## config.mk

```make
export PLATFORM = sky130hd
export DESIGN_NAME = control_unit
export DESIGN_NICKNAME = d
export VERILOG_FILES = /design/src/rtl/cpu_pkg.sv /design/src/rtl/control_step_decode.sv /design/src/rtl/control_unit.sv
export SDC_FILE = /design/constraint.sdc
export NUM_CORES = 1
export LEC_CHECK = 0
export BUFFER_PORTS_ARGS = -buffer_cell sky130_fd_sc_hd__buf_2
export CORE_MARGIN = 2
export CORE_UTILIZATION = 45
export CTS_BUF_LIST = sky130_fd_sc_hd__clkbuf_8
export CTS_CLUSTER_DIAMETER = 60
export DETAILED_ROUTE_END_ITERATION = 7
export PLACE_DENSITY = 0.82
export SLEW_MARGIN = 5
export SYNTH_ARGS = -nofsm -noshare
export SYNTH_HDL_FRONTEND = slang
export SYNTH_SLANG_ARGS = --single-unit
```

## constraint.sdc

```tcl
create_clock -name clock -period 6.02 [get_ports clock]
set_input_delay 0.301 -clock clock [delete_from_list [all_inputs] [get_ports clock]]
set_output_delay 0.301 -clock clock [all_outputs]
set_load 0.01 [all_outputs]
```

## src/rtl/cpu_pkg.sv

```systemverilog
// Shared definitions for the bus-based CPU control path: opcodes, sequencer
// states, instruction classes and the control word driven onto the datapath.
package cpu_pkg;

  localparam int unsigned OPC_W = 5;
  localparam logic [OPC_W-1:0] ADD_OP = 5'b00011;

  localparam logic [OPC_W-1:0] OPC_LD   = 5'b00000;
  localparam logic [OPC_W-1:0] OPC_LDI  = 5'b00001;
  localparam logic [OPC_W-1:0] OPC_ST   = 5'b00010;
  localparam logic [OPC_W-1:0] OPC_ADD  = 5'b00011;
  localparam logic [OPC_W-1:0] OPC_SUB  = 5'b00100;
  localparam logic [OPC_W-1:0] OPC_SHR  = 5'b00101;
  localparam logic [OPC_W-1:0] OPC_SHRA = 5'b00110;
  localparam logic [OPC_W-1:0] OPC_SHL  = 5'b00111;
  localparam logic [OPC_W-1:0] OPC_ROR  = 5'b01000;
  localparam logic [OPC_W-1:0] OPC_ROL  = 5'b01001;
  localparam logic [OPC_W-1:0] OPC_AND  = 5'b01010;
  localparam logic [OPC_W-1:0] OPC_OR   = 5'b01011;
  localparam logic [OPC_W-1:0] OPC_ADDI = 5'b01100;
  localparam logic [OPC_W-1:0] OPC_ANDI = 5'b01101;
  localparam logic [OPC_W-1:0] OPC_ORI  = 5'b01110;
  localparam logic [OPC_W-1:0] OPC_DIV  = 5'b01111;
  localparam logic [OPC_W-1:0] OPC_MUL  = 5'b10000;
  localparam logic [OPC_W-1:0] OPC_NEG  = 5'b10001;
  localparam logic [OPC_W-1:0] OPC_NOT  = 5'b10010;
  localparam logic [OPC_W-1:0] OPC_BR   = 5'b10011;
  localparam logic [OPC_W-1:0] OPC_JR   = 5'b10100;
  localparam logic [OPC_W-1:0] OPC_JAL  = 5'b10101;
  localparam logic [OPC_W-1:0] OPC_IN   = 5'b10110;
  localparam logic [OPC_W-1:0] OPC_OUT  = 5'b10111;
  localparam logic [OPC_W-1:0] OPC_MFLO = 5'b11000;
  localparam logic [OPC_W-1:0] OPC_MFHI = 5'b11001;
  localparam logic [OPC_W-1:0] OPC_NOP  = 5'b11010;
  localparam logic [OPC_W-1:0] OPC_HALT = 5'b11011;

  typedef enum logic [3:0] {
    RESET, T0, T1, T2, T3, T4, T5, T6, T7, HALT
  } state_t;

  typedef enum logic [3:0] {
    CLS_ALU, CLS_IMM, CLS_LD, CLS_LDI, CLS_ST, CLS_MULDIV, CLS_UNARY, CLS_BR,
    CLS_JR, CLS_JAL, CLS_IN, CLS_OUT, CLS_MFLO, CLS_MFHI, CLS_NOP, CLS_HALT
  } op_class_t;

  typedef struct packed {
    logic             run;
    logic             gra;
    logic             grb;
    logic             grc;
    logic             rin;
    logic             rout;
    logic             ba_out;
    logic             con_in;
    logic             pc_out;
    logic             mdr_out;
    logic             zhi_out;
    logic             zlo_out;
    logic             hi_out;
    logic             lo_out;
    logic             inport_out;
    logic             c_out;
    logic             pc_in;
    logic             ir_in;
    logic             mar_in;
    logic             mdr_in;
    logic             y_in;
    logic             zhigh_in;
    logic             zlow_in;
    logic             hi_in;
    logic             lo_in;
    logic             outport_in;
    logic             inc_pc;
    logic             read;
    logic             write;
    logic [OPC_W-1:0] operation;
  } ctrl_word_t;

  // Groups opcodes that share an execute sequence; undefined opcodes act as nop.
  function automatic op_class_t op_class(input logic [OPC_W-1:0] opc);
    case (opc)
      OPC_ADD, OPC_SUB, OPC_SHR, OPC_SHRA, OPC_SHL,
      OPC_ROR, OPC_ROL, OPC_AND, OPC_OR:  op_class = CLS_ALU;
      OPC_ADDI, OPC_ANDI, OPC_ORI:        op_class = CLS_IMM;
      OPC_LD:                             op_class = CLS_LD;
      OPC_LDI:                            op_class = CLS_LDI;
      OPC_ST:                             op_class = CLS_ST;
      OPC_DIV, OPC_MUL:                   op_class = CLS_MULDIV;
      OPC_NEG, OPC_NOT:                   op_class = CLS_UNARY;
      OPC_BR:                             op_class = CLS_BR;
      OPC_JR:                             op_class = CLS_JR;
      OPC_JAL:                            op_class = CLS_JAL;
      OPC_IN:                             op_class = CLS_IN;
      OPC_OUT:                            op_class = CLS_OUT;
      OPC_MFLO:                           op_class = CLS_MFLO;
      OPC_MFHI:                           op_class = CLS_MFHI;
      OPC_HALT:                           op_class = CLS_HALT;
      default:                            op_class = CLS_NOP;
    endcase
  endfunction

  // Number of execute steps (T3 onward) for each class.
  function automatic logic [2:0] exec_len(input op_class_t cls);
    case (cls)
      CLS_ALU, CLS_IMM, CLS_LDI:                      exec_len = 3'd3;
      CLS_LD, CLS_ST:                                 exec_len = 3'd5;
      CLS_MULDIV, CLS_BR:                             exec_len = 3'd4;
      CLS_UNARY, CLS_JAL:                             exec_len = 3'd2;
      CLS_JR, CLS_IN, CLS_OUT, CLS_MFLO, CLS_MFHI:    exec_len = 3'd1;
      default:                                        exec_len = 3'd0;
    endcase
  endfunction

endpackage

```

## src/rtl/control_step_decode.sv

```systemverilog
// Combinational decode of (step, opcode, branch condition) into the datapath
// control word.
module control_step_decode
  import cpu_pkg::*;
(
  input  state_t           state,
  input  logic [OPC_W-1:0] opcode,
  input  logic             con_out,
  output ctrl_word_t       cw
);

  op_class_t cls;
  assign cls = op_class(opcode);

  always_comb begin
    cw = '0;
    cw.run = (state != RESET) && (state != HALT);
    case (state)
      T0: begin cw.pc_out = 1'b1; cw.mar_in = 1'b1; cw.inc_pc = 1'b1; cw.zlow_in = 1'b1; end
      T1: begin cw.zlo_out = 1'b1; cw.pc_in = 1'b1; cw.read = 1'b1; cw.mdr_in = 1'b1; end
      T2: begin cw.mdr_out = 1'b1; cw.ir_in = 1'b1; end
      T3: begin
        case (cls)
          CLS_ALU, CLS_IMM: begin cw.grb = 1'b1; cw.rout = 1'b1; cw.y_in = 1'b1; end
          CLS_LD, CLS_LDI, CLS_ST: begin cw.grb = 1'b1; cw.ba_out = 1'b1; cw.y_in = 1'b1; end
          CLS_MULDIV: begin cw.gra = 1'b1; cw.rout = 1'b1; cw.y_in = 1'b1; end
          CLS_UNARY: begin
            cw.grb = 1'b1; cw.rout = 1'b1; cw.operation = opcode; cw.zlow_in = 1'b1;
          end
          CLS_BR:   begin cw.gra = 1'b1; cw.rout = 1'b1; cw.con_in = 1'b1; end
          CLS_JR:   begin cw.gra = 1'b1; cw.rout = 1'b1; cw.pc_in = 1'b1; end
          CLS_JAL:  begin cw.pc_out = 1'b1; cw.grb = 1'b1; cw.rin = 1'b1; end
          CLS_IN:   begin cw.inport_out = 1'b1; cw.gra = 1'b1; cw.rin = 1'b1; end
          CLS_OUT:  begin cw.gra = 1'b1; cw.rout = 1'b1; cw.outport_in = 1'b1; end
          CLS_MFLO: begin cw.lo_out = 1'b1; cw.gra = 1'b1; cw.rin = 1'b1; end
          CLS_MFHI: begin cw.hi_out = 1'b1; cw.gra = 1'b1; cw.rin = 1'b1; end
          default: ;
        endcase
      end
      T4: begin
        case (cls)
          CLS_ALU: begin
            cw.grc = 1'b1; cw.rout = 1'b1; cw.operation = opcode; cw.zlow_in = 1'b1;
          end
          CLS_IMM: begin cw.c_out = 1'b1; cw.operation = opcode; cw.zlow_in = 1'b1; end
          CLS_LD, CLS_LDI, CLS_ST: begin
            cw.c_out = 1'b1; cw.operation = ADD_OP; cw.zlow_in = 1'b1;
          end
          CLS_MULDIV: begin
            cw.grb = 1'b1; cw.rout = 1'b1; cw.operation = opcode;
            cw.zhigh_in = 1'b1; cw.zlow_in = 1'b1;
          end
          CLS_UNARY: begin cw.zlo_out = 1'b1; cw.gra = 1'b1; cw.rin = 1'b1; end
          CLS_BR:    begin cw.pc_out = 1'b1; cw.y_in = 1'b1; end
          CLS_JAL:   begin cw.gra = 1'b1; cw.rout = 1'b1; cw.pc_in = 1'b1; end
          default: ;
        endcase
      end
      T5: begin
        case (cls)
          CLS_ALU, CLS_IMM, CLS_LDI: begin cw.zlo_out = 1'b1; cw.gra = 1'b1; cw.rin = 1'b1; end
          CLS_LD, CLS_ST: begin cw.zlo_out = 1'b1; cw.mar_in = 1'b1; end
          CLS_MULDIV:     begin cw.zlo_out = 1'b1; cw.lo_in = 1'b1; end
          CLS_BR: begin cw.c_out = 1'b1; cw.operation = ADD_OP; cw.zlow_in = 1'b1; end
          default: ;
        endcase
      end
      T6: begin
        case (cls)
          CLS_LD:     begin cw.read = 1'b1; cw.mdr_in = 1'b1; end
          CLS_ST:     begin cw.gra = 1'b1; cw.rout = 1'b1; cw.mdr_in = 1'b1; end
          CLS_MULDIV: begin cw.zhi_out = 1'b1; cw.hi_in = 1'b1; end
          // Branch target is written only when the condition flop is set.
          CLS_BR:     begin cw.zlo_out = 1'b1; cw.pc_in = con_out; end
          default: ;
        endcase
      end
      T7: begin
        case (cls)
          CLS_LD: begin cw.mdr_out = 1'b1; cw.gra = 1'b1; cw.rin = 1'b1; end
          CLS_ST: cw.write = 1'b1;
          default: ;
        endcase
      end
      default: ;
    endcase
  end

endmodule

```

## src/rtl/control_unit.sv

```systemverilog
// Hardwired Moore sequencer: step register and next-step logic; the control
// word for each step comes from control_step_decode.
module control_unit
  import cpu_pkg::*;
(
  input  logic             clock,
  input  logic             clear,
  input  logic [31:0]      IR,
  input  logic             CON_out,
  input  logic             stop,
  output logic             run,
  output logic             Gra,
  output logic             Grb,
  output logic             Grc,
  output logic             Rin,
  output logic             Rout,
  output logic             BAout,
  output logic             CON_in,
  output logic             PCout,
  output logic             MDRout,
  output logic             ZHIout,
  output logic             ZLOout,
  output logic             HIout,
  output logic             LOout,
  output logic             Inportout,
  output logic             Cout,
  output logic             PCin,
  output logic             IRin,
  output logic             MARin,
  output logic             MDRin,
  output logic             Yin,
  output logic             Zhighin,
  output logic             Zlowin,
  output logic             HIin,
  output logic             LOin,
  output logic             OutPortin,
  output logic             IncPC,
  output logic             read,
  output logic             write,
  output logic [OPC_W-1:0] operation
);

  state_t           state, state_next;
  logic [OPC_W-1:0] opcode;
  logic [2:0]       len;
  logic             last;
  logic             unused_ir;
  ctrl_word_t       cw;

  assign opcode    = IR[31:27];
  assign unused_ir = ^IR[26:0];
  assign len       = exec_len(op_class(opcode));

  always_ff @(posedge clock or posedge clear) begin
    if (clear) state <= RESET;
    else       state <= state_next;
  end

  // Advance one step; on an instruction's final step go to T0 or HALT.
  always_comb begin
    state_next = state;
    last       = 1'b0;
    case (state)
      RESET: state_next = T0;
      T0:    state_next = T1;
      T1:    state_next = T2;
      T2: begin
        state_next = T3;
        last       = (len == 3'd0);
        if (op_class(opcode) == CLS_HALT) begin
          state_next = HALT;
          last       = 1'b0;
        end
      end
      T3: begin state_next = T4; last = (len <= 3'd1); end
      T4: begin state_next = T5; last = (len <= 3'd2); end
      T5: begin state_next = T6; last = (len <= 3'd3); end
      T6: begin state_next = T7; last = (len <= 3'd4); end
      T7:    last = 1'b1;
      HALT:  state_next = HALT;
      default: state_next = RESET;
    endcase
    if (last) state_next = stop ? HALT : T0;
  end

  control_step_decode u_decode (
    .state   (state),
    .opcode  (opcode),
    .con_out (CON_out),
    .cw      (cw)
  );

  assign run       = cw.run;
  assign Gra       = cw.gra;
  assign Grb       = cw.grb;
  assign Grc       = cw.grc;
  assign Rin       = cw.rin;
  assign Rout      = cw.rout;
  assign BAout     = cw.ba_out;
  assign CON_in    = cw.con_in;
  assign PCout     = cw.pc_out;
  assign MDRout    = cw.mdr_out;
  assign ZHIout    = cw.zhi_out;
  assign ZLOout    = cw.zlo_out;
  assign HIout     = cw.hi_out;
  assign LOout     = cw.lo_out;
  assign Inportout = cw.inport_out;
  assign Cout      = cw.c_out;
  assign PCin      = cw.pc_in;
  assign IRin      = cw.ir_in;
  assign MARin     = cw.mar_in;
  assign MDRin     = cw.mdr_in;
  assign Yin       = cw.y_in;
  assign Zhighin   = cw.zhigh_in;
  assign Zlowin    = cw.zlow_in;
  assign HIin      = cw.hi_in;
  assign LOin      = cw.lo_in;
  assign OutPortin = cw.outport_in;
  assign IncPC     = cw.inc_pc;
  assign read      = cw.read;
  assign write     = cw.write;
  assign operation = cw.operation;

endmodule

```

# After elaboration in Yosys (flattened, before gate mapping)
# Memory sizes are Yosys's and may differ from the RTL's.
# Index checks and enable logic that the tools add are counted.
dict set report classes {
  n_reduce_logical 17
  order_cmp 4
  eq_ne 25
  mux 59
}
# op n
set op_table {}
lappend op_table {{4-bit one-hot mux with 10 select lines} 1}
lappend op_table {{4-bit == test (second input constant)} 9}
lappend op_table {{1-bit two-way mux} 33}
lappend op_table {{4-bit by 3-bit == test with 1-bit output (second input constant)} 8}
lappend op_table {{7-bit OR reduction} 3}
lappend op_table {{4-bit by 2-bit == test with 1-bit output (second input constant)} 4}
lappend op_table {{4-bit two-way mux} 4}
lappend op_table {{1-bit one-hot mux with 4 select lines} 4}
lappend op_table {{5-bit one-hot mux with 3 select lines} 1}
lappend op_table {{1-bit one-hot mux with 2 select lines} 7}
lappend op_table {{3-bit OR reduction} 4}
lappend op_table {{5-bit one-hot mux with 2 select lines} 1}
lappend op_table {{4-bit by 1-bit == test with 1-bit output (second input constant)} 2}
lappend op_table {{4-bit zero test} 2}
lappend op_table {{4-bit OR reduction} 2}
lappend op_table {{3-bit by 2-bit less-or-equal comparator with 1-bit output (second input constant)} 2}
lappend op_table {{1-bit one-hot mux with 3 select lines} 2}
lappend op_table {{1-bit one-hot mux with 6 select lines} 1}
lappend op_table {{6-bit OR reduction} 1}
lappend op_table {{5-bit two-way mux} 1}
lappend op_table {{1-bit one-hot mux with 5 select lines} 1}
lappend op_table {{2-bit two-way mux} 2}
lappend op_table {{4-bit != test (second input constant)} 1}
lappend op_table {{4-bit nonzero test} 1}
lappend op_table {{other kinds (7)} 8}
dict set report word_totals {
  elab_cells 110
  output_inout_bits 34
  register_bits 4
  romBits 432
  inputBits 36
  mem_count 4
}
# memory words word_bits rd rd_clocked_by_memory_dff wr line_no
set mem_list {}
lappend mem_list {{(name not given)} 32 4 1 0 0 cpu_pkg.sv:81} ;# case (opc)
lappend mem_list {{(name not given)} 32 4 1 0 0 cpu_pkg.sv:81}
lappend mem_list {{(name not given)} 32 4 1 0 0 cpu_pkg.sv:81}
lappend mem_list {{(name not given)} 16 3 1 0 0 cpu_pkg.sv:104} ;# case (cls)

# Depth between registers and ports, before layout
dict set report depth {
  depth_word 6
  ltp_mapped 10
  ltp_nobuf 9
}

# By module
# Synthesis repeated with hierarchy kept, for this count alone.
dict set report hier_totals {
  hier_cells 209
  hier_area_um2 1485.2
}
# mod seq_area_each_um2 cells_each area_each_um2 instances
set by_module_without_submodules {}
lappend by_module_without_submodules {control_step_decode 0.0 145 882.1 1}
lappend by_module_without_submodules {control_unit 100.1 64 603.1 1}

# Worst setup path after synthesis
# OpenSTA, ideal clock, no wires.
dict set report synth_path {
  path_type {input to output}
  from {in IR[27]}
  to {out operation[0]}
  arrival_time_ns 1.948
  path_buffers 1
  t_required_ns 5.719
  cell_stages 9
  setup_slack_ns 3.771
  cell_sequence {inv_1 > ha_1 > nor3_1 > a21oi_1 > mux2i_1 > buf_2 > nand3_1 > or2_2 > o21ai_0}
}
dict set report synth_between {
  elab_chain_cells 5
  elab_cells_between_ends 15
  cone_classes {eq/ne: 7; mux: 4; reduce/logical: 3; memory: 1}
}
# element line_no
set synth_rtl {}
lappend synth_rtl {{from (decl)} control_unit.sv:8} ;# input logic [31:0] IR,
lappend synth_rtl {{memory 32 x 4 bit} n/a}
lappend synth_rtl {{4-bit by 1-bit == test with 1-bit output, or another cell as far along} control_step_decode.sv:41} ;# case (cls)
lappend synth_rtl {{3-bit OR reduction (on tied branches)} n/a}
lappend synth_rtl {{5-bit one-hot mux with 2 select lines} control_step_decode.sv:41}
lappend synth_rtl {{5-bit one-hot mux with 3 select lines *} control_step_decode.sv:18} ;# case (state)
lappend synth_rtl {{to (decl)} control_unit.sv:40} ;# output logic [OPC_W-1:0] operation
# Every way passes the cells marked *; elsewhere a longest branch is shown, timed or not.

# Worst setup path in the final report
dict set report layout_path {
  from {in IR[28]}
  to {out Rout}
}
dict set report layout_between {
  elab_chain_cells 5
  elab_cells_between_ends 16
  cone_classes {eq/ne: 8; mux: 4; reduce/logical: 3; memory: 1}
}
# element line_no
set layout_rtl {}
lappend layout_rtl {{memory 32 x 4 bit *} n/a}
lappend layout_rtl {{4-bit == test, or another cell as far along} control_step_decode.sv:23} ;# case (cls)
lappend layout_rtl {{7-bit OR reduction (no source line) or 3-bit OR reduction (tied branches)} n/a}
lappend layout_rtl {{1-bit two-way mux (on tied branches)} {control_step_decode.sv:23, control_step_decode.sv:41}}
lappend layout_rtl {{1-bit one-hot mux with 3 select lines *} control_step_decode.sv:18}
lappend layout_rtl {{to (decl)} control_unit.sv:16} ;# output logic Rout,
# Marks and branches as above.

==> out/results.env <==
IR_DROP_WORST_CASE_VDD_mV=0.214
FINAL_UTIL=0.570
WORST-SLEW-PIN-TRANSITION_NS=1.11
SYNTH_TOP_CELLS_BY_AREA='sky130_fd_sc_hd__dfrtp_1, sky130_fd_sc_hd__nor2_1, sky130_fd_sc_hd__nand2_1, sky130_fd_sc_hd__nand3_1, sky130_fd_sc_hd__a21oi_1'
CORE_REGION_AREA_SQ_UM=2520
CLK_TRANSITION_REPORTED_PATHS_NS=0.03
DRV_SLEW=0
DR_TOTAL_VIAS=1595
LAYOUT_SKEW_NS=0.00383
FLOORPLAN.DIE.WIDTH_UM=56.2
TIMING.SETUP.TNS_NS=0
SYNTH-WARNING-COUNT=0
LARGEST_REGISTER_FF_COUNT=4
SYNTH_AREA_LEADER_CELL='sky130_fd_sc_hd__dfrtp_1'
STATUS='finished clean'
TIMING_WORST_SETUP_PATH_TYPE='in -> out'
SETUP_REPAIR_AFTER_GLOBAL_ROUTING_MISSED_ITS_MARGIN='no'
FMAX_MHz=302
FINALHOLDVIOLCOUNT=0
CTS_SETUP_BUFFERS=0
GRT_PASS1_VIAS=1290
ANTENNA_FOUND_INITIAL=0
LARGEST-REGISTER='state'
HOLD_PATH.CLASS='in -> reg'
CRITICAL_PATH_REQUIRED_NS=5.72
SYNTH_TOP_CELL_AREA_SHARE=0.0816
CTS_NUM_SINKS=4
FINALWEIGHTEDCONGESTION=0.884
NUM-FILL-CELLS=256
TIMING.MAX_SLEW.REL_SLACK=0.242
SYNTH.CELL_AREA_SQ_UM=1230
AREA_GROWTH_SYN_TO_LAYOUT_PCT=17.2
SYN_INST_COUNT=202
SYNTH-SEQ-CELLS=4
LARGEST_NET_DEGREE_AT_THE_START_OF_GLOBAL_ROUTING=19
CELLPOWERDENSITY_nW_PER_UM2=286
MOST_FREQUENT_CELLS_IN_THE_LAYOUT='sky130_fd_sc_hd__buf_2, sky130_fd_sc_hd__nor2_1, sky130_fd_sc_hd__nand2_1, sky130_fd_sc_hd__nand3_1, sky130_fd_sc_hd__a21oi_1'
DRIVE_ABOVE_1_SHARE=0.228
DETAIL_ROUTE.VIAS_PER_CELL=6.09
ROUTE.ANTENNA.REMAINING_NETS=0
TOTALWIRELENGTH_MM=3.65
WORST_EP_ARRIVAL_TIME_NS=3.01
CLOCK_ROOT_BUFFER='sky130_fd_sc_hd__clkbuf_8'
POWER.STATIC_LEAKAGE_uW=0.000695
FP-ROW-COUNT=18
CRITICAL_PATH.ENDPOINT_TYPE='primary output'
TRITONCTS_CLOCK_TREE='yes'
SETUP-VIOLATIONS-FINAL=0
NETS=275
CLOCK_INSERTION_DELAY_WORST_SKEW_NS=0.23
TRITONCTS.NUM_BUFFERS=3
ANTENNA-DIODE-COUNT=0
CRIT_PATH_START_KIND='input port'
GR-TOTAL-OVERFLOW=0
POST_CTS_HOLD_BUFFER_COUNT=1
FIRST_PASS_GRT_WIRE_LENGTH_MM=5.89
FINALCRITICALPERIOD_NS=3.31
NUMPORTBUFFERS=42
HTREE_NUM_LEVELS=1
DRC=0
DIE_Y_UM=56.2
CRITPATHMAXFANOUT=14
CTS.REPAIR.RESIZED=0
LAYOUT_TOP_REGISTERS='state: 4 flops'
SYNTH_NETS=243
FP.DIEAREA_SQ_UM=3160
REGISTER_TO_REGISTER_SETUP_SLACK_NS=3.60
PERIOD_SHARE=0.550
DRT_FIRST_PASS_ITERS=5
INITIAL_CORE_UTILIZATION=0.486
DETAILED_PLACE_HPWL_MM=2.72
BUFS_ON_LONGEST_CLOCK_PATH=2
YS_TYPES=46
SYNTH_SEQ_AREA_SHARE=0.0816
MAX_CAP_VIOLS=0
AVGROUTEDWIREPERCELL_UM=13.9
NUM_IO_PINS=70
MOST_COMMON_LIBRARY_CELL_IN_THE_LAYOUT_IGNORING_FILL_AND_TAPS='sky130_fd_sc_hd__buf_2'
TRACK_USAGE=0.229
SYNTH.AVG_CELL_AREA_SQ_UM=6.07
DRT_ITER0_DRCS=103
per-layer routing:
metal,wire length [um],global-route usage,share of wire,vias up
li1,-,-,-,795
met5,0,0,0,-
met4,31,0.0952,0.0085,0
met2,1700,0.350,0.47,90
met3,359,0.0233,0.098,2
met1,1550,0.325,0.43,708
cell families (layout without fill, tap and decap cells):
group	after synthesis	count (layout)	share of synthesized area
flops	4	4	0.0816
compound gates	61	61	0.327
fa+ha+maj	5	5	0.0510
simple gates	102	102	0.403
xor+xnor	3	3	0.0214
buf+inv	25	55	0.0990
mux	2	2	0.0173
power breakdown:
part / switching, uW / internal (uW) / total, uW
Sequential: 39.3 / 38.8 / 78.1
Combinational: 167 / 107 / 274
Clock: 16.4 / 42.8 / 59.2
Total: 223 / 189 / 411
worst max-delay path: stages:
cell	delay [ns]
sky130_fd_sc_hd__buf_2	0.16
sky130_fd_sc_hd__inv_1	0.11
sky130_fd_sc_hd__ha_1	0.28
sky130_fd_sc_hd__nor3_1	0.13
sky130_fd_sc_hd__a21oi_1	0.08
sky130_fd_sc_hd__mux2i_1	0.87
sky130_fd_sc_hd__nand3_1	0.35
sky130_fd_sc_hd__o21ai_0	0.41
sky130_fd_sc_hd__nor2_1	0.09
sky130_fd_sc_hd__nand3_1	0.09
sky130_fd_sc_hd__buf_2	0.13
cells in the mapped netlist (all sizes together):
cell type  instances
a211o              2
a211oi             2
a21o               2
a21oi             16
a22oi              1
a2bb2oi            1
a311o              1
a311oi             2
a31oi              3
a32oi              2
and2               3
and3               5
buf               10
clkbuf             6
dfrtp              4
ha                 5
inv                9
mux2               1
mux2i              1
nand2             23
nand2b             2
nand3             17
nand4              2
nand4b             1
nor2              25
nor2b              4
nor3              13
nor3b              1
nor4               2
o211ai             6
o21a               2
o21ai             15
o21bai             1
o221ai             1
o22a               1
o22ai              1
o31ai              2
or2                2
or3                2
xnor2              2
xor2               1
cell type report:
class | count | area (sq um) | share of cell area
Sequential cell | 4 | 100 | 0.0696
Tap cell | 30 | 37.5 | 0.0261
Multi-Input combinational cell | 173 | 1000 | 0.699
Timing Repair Buffer | 43 | 220 | 0.153
Inverter | 9 | 33.8 | 0.0235
Clock buffer | 3 | 41.3 | 0.0287
through the flow:
stage	setup WS [ns]	instances	instance area (sq um)	total power [uW]	hold slack (ns)
floorplan	3.77	202	1230	273	0.0671
global placement	2.78	258	1390	346	0.179
detailed placement	2.79	258	1390	349	0.179
CTS	2.78	262	1440	410	0.368
global route	2.38	262	1440	451	0.393
finish	2.71	262	1440	411	0.369
path summary, 6_finish.rpt:
| path | startpoint | to | cells past startpoint |
|---|---|---|---|
| max | IR[28] | Rout | 11 |
| min | stop | state[3] | 3 |
| max reg2reg | state[0] | state[3] | 7 |
| min reg2reg | state[3] | state[1] | 1 |
| max in group asynchronous | clear | state[1] | 3 |
| min in group asynchronous | clear | state[0] | 3 |
(Power assumes the default switching activity.)
